===== src/rtl/fp_pkg.sv =====
// Shared FPU package: multiplier state encoding, status codes and format constants.
// Used by fmul_seq, fmul_round and the float divider.
package fp_pkg;

    typedef enum logic [2:0] {
        S_IDLE,
        S_CHECK,
        S_MUL,
        S_NORM,
        S_DONE
    } fmul_state_t;

    localparam logic [1:0] FP_OK  = 2'b00;
    localparam logic [1:0] FP_OVF = 2'b01;
    localparam logic [1:0] FP_UDF = 2'b10;
    localparam logic [1:0] FP_INV = 2'b11;

    localparam int FP_BIAS    = 127;
    localparam int FP_EXP_MAX = 255;

    localparam logic [31:0] FP_ERR_Z = 32'h00000001;

endpackage


===== src/rtl/fmul_round.sv =====
// Combinational normalize, round and range check of the 48-bit mantissa product.
// Ports: p (product), e (signed exponent), s (sign) -> z (packed result), status.
// Macro FMUL_ROUND_EN selects round-to-nearest-even; otherwise truncation.
module fmul_round
    import fp_pkg::*;
(
    input  logic [47:0]        p,
    input  logic signed [9:0]  e,
    input  logic               s,
    output logic [31:0]        z,
    output logic [1:0]         status
);

    localparam logic signed [9:0] E_MAX = 10'(FP_EXP_MAX);

    logic              hi;
    logic [22:0]       mant;
    logic signed [9:0] e_n;
    logic [22:0]       mant_r;
    logic signed [9:0] e_r;

    assign hi   = p[47];
    assign mant = hi ? p[46:24] : p[45:23];
    assign e_n  = e + $signed({9'b0, hi});

`ifdef FMUL_ROUND_EN
    logic        guard;
    logic        sticky;
    logic        inc;
    logic [23:0] sum;

    assign guard  = hi ? p[23] : p[22];
    assign sticky = hi ? |p[22:0] : |p[21:0];
    assign inc    = guard & (sticky | mant[0]);
    assign sum    = {1'b0, mant} + {23'b0, inc};
    // A carry-out leaves the fraction at zero; only the exponent bumps.
    assign mant_r = sum[22:0];
    assign e_r    = e_n + $signed({9'b0, sum[23]});
`else
    logic unused_bits;

    assign unused_bits = ^p[22:0];
    assign mant_r      = mant;
    assign e_r         = e_n;
`endif

    always_comb begin
        z      = '0;
        status = FP_OK;
        if (e_r >= E_MAX) begin
            z      = {s, 8'hFF, 23'b0};
            status = FP_OVF;
        end else if (e_r <= 10'sd0) begin
            z      = {s, 31'b0};
            status = FP_UDF;
        end else begin
            z      = {s, e_r[7:0], mant_r};
            status = FP_OK;
        end
    end

endmodule


===== src/rtl/fmul_seq.sv =====
// Sequential IEEE-754 single multiplier, shift-and-add one bit per clock.
// Ports: clk, rst (sync, active-low), start, x, y -> busy, done, z, overflow.
// Macro FMUL_ROUND_EN enables round-to-nearest-even (see fmul_round).
module fmul_seq
    import fp_pkg::*;
#(
    parameter int EXP_BIAS = FP_BIAS,
    parameter int ITER     = 24
) (
    input  logic        clk,
    input  logic        rst,
    input  logic        start,
    input  logic [31:0] x,
    input  logic [31:0] y,
    output logic        busy,
    output logic        done,
    output logic [31:0] z,
    output logic [1:0]  overflow
);

    localparam logic [4:0]        LAST   = 5'(ITER - 1);
    localparam logic signed [9:0] BIAS10 = 10'(EXP_BIAS);

    fmul_state_t       state;
    logic [31:0]       xr;
    logic [31:0]       yr;
    logic [23:0]       mc;
    logic [23:0]       mr;
    logic [47:0]       acc;
    logic [4:0]        cnt;
    logic signed [9:0] e;
    logic              s;
    logic [31:0]       rz;
    logic [1:0]        rstat;
    logic              x_inv;
    logic              y_inv;
    logic              x_zero;
    logic              y_zero;

    assign x_inv  = (xr[30:23] == 8'hFF) || (xr[30:23] == 8'h00 && xr[22:0] != 23'b0);
    assign y_inv  = (yr[30:23] == 8'hFF) || (yr[30:23] == 8'h00 && yr[22:0] != 23'b0);
    assign x_zero = (xr[30:0] == 31'b0);
    assign y_zero = (yr[30:0] == 31'b0);

    fmul_round u_round (
        .p      (acc),
        .e      (e),
        .s      (s),
        .z      (rz),
        .status (rstat)
    );

    always_ff @(posedge clk) begin
        if (!rst) begin
            state    <= S_IDLE;
            xr       <= '0;
            yr       <= '0;
            mc       <= '0;
            mr       <= '0;
            acc      <= '0;
            cnt      <= '0;
            e        <= '0;
            s        <= 1'b0;
            busy     <= 1'b0;
            done     <= 1'b0;
            z        <= '0;
            overflow <= FP_OK;
        end else begin
            case (state)
                S_IDLE: begin
                    if (start) begin
                        xr    <= x;
                        yr    <= y;
                        acc   <= '0;
                        cnt   <= '0;
                        busy  <= 1'b1;
                        state <= S_CHECK;
                    end
                end
                S_CHECK: begin
                    if (x_inv || y_inv) begin
                        z        <= FP_ERR_Z;
                        overflow <= FP_INV;
                        done     <= 1'b1;
                        state    <= S_DONE;
                    end else if (x_zero || y_zero) begin
                        z        <= {xr[31] ^ yr[31], 31'b0};
                        overflow <= FP_OK;
                        done     <= 1'b1;
                        state    <= S_DONE;
                    end else begin
                        mc    <= {1'b1, xr[22:0]};
                        mr    <= {1'b1, yr[22:0]};
                        e     <= $signed({2'b0, xr[30:23]})
                               + $signed({2'b0, yr[30:23]}) - BIAS10;
                        s     <= xr[31] ^ yr[31];
                        state <= S_MUL;
                    end
                end
                S_MUL: begin
                    if (mr[0]) begin
                        acc <= acc + ({24'b0, mc} << cnt);
                    end
                    mr  <= mr >> 1;
                    cnt <= cnt + 5'd1;
                    if (cnt == LAST) begin
                        state <= S_NORM;
                    end
                end
                S_NORM: begin
                    z        <= rz;
                    overflow <= rstat;
                    done     <= 1'b1;
                    state    <= S_DONE;
                end
                S_DONE: begin
                    done  <= 1'b0;
                    busy  <= 1'b0;
                    state <= S_IDLE;
                end
                default: begin
                    state <= S_IDLE;
                end
            endcase
        end
    end

endmodule


===== config.mk =====
export PLATFORM = sky130hd
export DESIGN_NAME = fmul_seq
export DESIGN_NICKNAME = d
export VERILOG_FILES = /design/src/rtl/fp_pkg.sv /design/src/rtl/fmul_round.sv /design/src/rtl/fmul_seq.sv
export SDC_FILE = /design/constraint.sdc
export NUM_CORES = 1
export LEC_CHECK = 0
export CORE_MARGIN = 1.5
export CORE_UTILIZATION = 40
export CTS_BUF_LIST = sky130_fd_sc_hd__clkbuf_4 sky130_fd_sc_hd__clkbuf_8
export DETAILED_ROUTE_END_ITERATION = 6
export SYNTH_ARGS = -nofsm -noshare
export SYNTH_HDL_FRONTEND = slang
export SYNTH_HIERARCHICAL = 1
export SYNTH_SLANG_ARGS = --single-unit
export TNS_END_PERCENT = 5

===== constraint.sdc =====
create_clock -name clk -period 10.4 [get_ports clk]
set_input_delay 1.04 -clock clk [delete_from_list [all_inputs] [get_ports clk]]
set_output_delay 1.04 -clock clk [all_outputs]
set_load 0.1 [all_outputs]

==> run summary <==
Synthesized Nets - 1,814
period utilization - 44.58%
Worst Setup SP - cnt[1]
H-tree depth - 2
Via density - 5.603
synthesized area - 12,990 sq um
chip width - 183.2 um
Routed WL - 35,830 um
row count - 65
post-DR wirelength/cell - 16.69 um
Slew Limit Headroom - 21.42%
max_cap viols - 0
final non-filler cell total - 2,147
Leak - 5.529 nW
final RePlAce weighted congestion - 0.9250
Yosys top cell area share - 33.14%
multiplexer area fraction after synthesis - 7.437%
antenna violations before repair - 1
Compound-Gate Fraction of Synth Area - 22.82%
final routed DRC violation total - 0
first-pass detailed-route iteration total - 5
initial DRC count - 918
post-synthesis sequential area ratio - 33.14%
power density over the cells - 135.5 nW/um^2
core area - 31,720 sq um
final net count - 1,853
Distinct cells, synth - 79
Synth async-reset ratio - 0%
Syn Inst Count - 1,680
crit-path max FO - 37
I/O pin total - 103
post-synth top area cell - dfxtp_1
Post-CTS Setup Inserts - 0
Initial Util - 40.95%
Max Clock Freq - 215.7 MHz
Area growth syn-to-layout - 15.55%
Hold Startpoint - mr[23]
Post-Synth Simple-Gate Area - 21.83%
vias - 12.03k
CTS tree - done
ys flop type - dfxtp_1
clock root cell - clkbuf_8
fraction of layout cells with a size suffix above 1 - 8.023%
crit start category - flip-flop
hold_buf cts - 0
DP Wirelength - 25,530 um
Mapped Avg Cell Area - 7.731 sq um
diode count - 0
CTS clk-pin slew, worst paths - 0.06 ns
Worst Tran Pin Value - 1.179 ns
outcome - completed
worst path arrival time - 5.08 ns
total congestion overflow - 0
Post-synth EDFFs - 0
Buffers on Ports - 102
die area - 33,560 sq um
Worst Path Required - 10.85 ns
peak supply drop - 0.09903 mV
Detail Route Antenna Nets - 0
Tot GR Track Use - 21.32%
adder-cell area share of the yosys netlist - 6.570%
Die Height - 183.2 um
cells resized by post-CTS repair - 0
Max Slew Vio Count - 0
Critical Path Sink Type - flip-flop
Hold Path Class - reg2reg
Inst Count DP - 2,079
XOR/XNOR Fraction of Synth Area - 3.439%
Clock Skew - 0.01184 ns
reg2reg start - cnt[1]
#FFs+latches synth - 215
Hold Vio Cnt, Final - 0
vias in the first global route - 11.36k
ranking of synthesized cells by area - dfxtp_1 33%, nand2_1 9.2%, a21oi_1 6.6%
worst skew pair latency - 0.56 ns
clk sinks - 215
cts bufs inserted - 40
clock buffer depth - 3
first-pass GRT wire length - 58,620 um
Setup TNS - 0 ns
RSZ-0062 raised after global routing - no
largest net degree at the start of global routing - 97
yosys synthesis warning count - 6
minimum clock period - 4.637 ns
Final setup viols - 0
main combinational cell family by area after synthesis - compound AO/OA/AOI/OAI gates
CP Class - reg2reg
## placed cells by master (no fill, tap or decap), types with 4 or more instances in the layout
cell             netlist  layout
a211oi_1              12      12
a21o_1                28      28
a21oi_1              172     172
a22oi_1               56      56
a311oi_1              24      24
a31oi_1               14      14
a32o_1                 4       4
and2_1                12      11
and3_1                11      10
and4_1                 4       4
buf_4                  2      18
clkbuf_4               0       4
clkbuf_8               0      50
clkdlybuf4s50_1        0     102
clkinv_2               0      10
dfxtp_1              215     215
ha_1                  65      65
inv_1                 29      28
mux2_2                16      16
mux2i_1               65      65
mux4_2                 6       6
nand2_1              319     319
nand2b_1              11      11
nand3_1               22      21
nand4_1               19      19
nor2_1               166     166
nor2b_1                9       9
nor3_1                19      19
nor4_1                38      38
o21a_1                 5       5
o21ai_0               59      58
o21ai_1               15      15
o21bai_1              11      11
o22ai_1               11      11
o31ai_1                6       6
or3_1                  6       6
xnor2_1               35      34
xor2_1                16      16
## registers in the layout, indices dropped and copies added, names as in the netlist, 2 cells and up
signal    flops
acc          48
cnt           5
e            10
mc           24
mr           24
overflow      2
state         3
xr           32
yr           32
z            32
## worst max-delay path: stages (launching register included)
cell and delay, ns:
dfxtp_1 0.30, buf_4 0.38, mux2_2 0.40, o21ai_0 0.33
o21ai_0 0.22, o21ai_0 0.37, o22ai_1 0.16, ha_1 0.43
o21ai_1 0.16, o21ai_1 0.10, a41o_1 0.28, a211oi_4 0.31
a21oi_1 0.15, o21a_1 0.19, o21a_1 0.17, or3_1 0.30
a32o_1 0.24
## cell usage after synthesis (all sizes together), types with 9 or more instances
cell type,instances
xor2,16
nor2,167
nor3,19
buf,28
mux2,16
a21oi,173
o21ai,77
nand2b,11
a311oi,24
and2,12
mux2i,65
inv,29
nor2b,9
clkbuf,95
a31oi,15
nand3,23
xnor2,35
and3,11
a21o,28
a22oi,56
o22ai,11
ha,65
nand4,19
o21bai,13
dfxtp,215
nor4,38
a211oi,16
nand2,320
## per-layer routing
layer  track usage (%)  share of wire, %  up-vias
li1                  -                 -     6079
met1             29.96                49     5556
met2             32.88                43      321
met3             3.654               4.9       71
met4             7.246               2.9        2
met5                 0             0.053        -
## cell type report
cell class | count | area [sq um]
tap | 402 | 503.0
multi-input combinational | 1311 | 8084
fill | 3192 | 16710
timing repair buffer | 120 | 1156
inverter | 31 | 121.4
clock inverter | 14 | 120.1
sequential | 215 | 4304
clock buffer | 54 | 718.2
## logic make-up (layout without fill, tap and decap cells)
kind of cell | Yosys count | after routing
AND/OR/NAND/NOR | 650 | 650
AO/OA/AOI/OAI | 456 | 456
flip-flops | 215 | 215
buffers and inverters | 154 | 219
multiplexers | 87 | 87
adder cells (fa/ha/maj) | 67 | 67
XOR/XNOR | 51 | 51
## final timing paths
path / to / slack (ns) / cells past startpoint
worst max-delay path: acc[35] / 5.76 / 16
worst min-delay path: mr[23] / 0.46 / 2
worst max register to register: acc[35] / 5.76 / 16
worst min register to register: mr[23] / 0.46 / 2
## metrics by stage
stage,cell area [sq um],setup WS [ns],total power (W),hold WS [ns],util [%]
2_1_floorplan,12990,6.203,0.001105,0.4367,-
3_3_place_gp,14170,5.882,0.001192,0.4434,44.67
3_5_place_dp,14170,5.858,0.001195,0.4569,44.67
4_1_cts,15010,5.840,0.002057,0.4667,47.31
5_1_grt,15010,5.462,0.002129,0.4839,47.31
6_report,15010,5.763,0.002033,0.4634,47.31
## where the power goes
part           switching [W]  internal [W]
clock network       0.000377      0.000478
logic               0.000181      0.000100
registers          0.0000342      0.000862
Power figures use the tool's default switching activity.
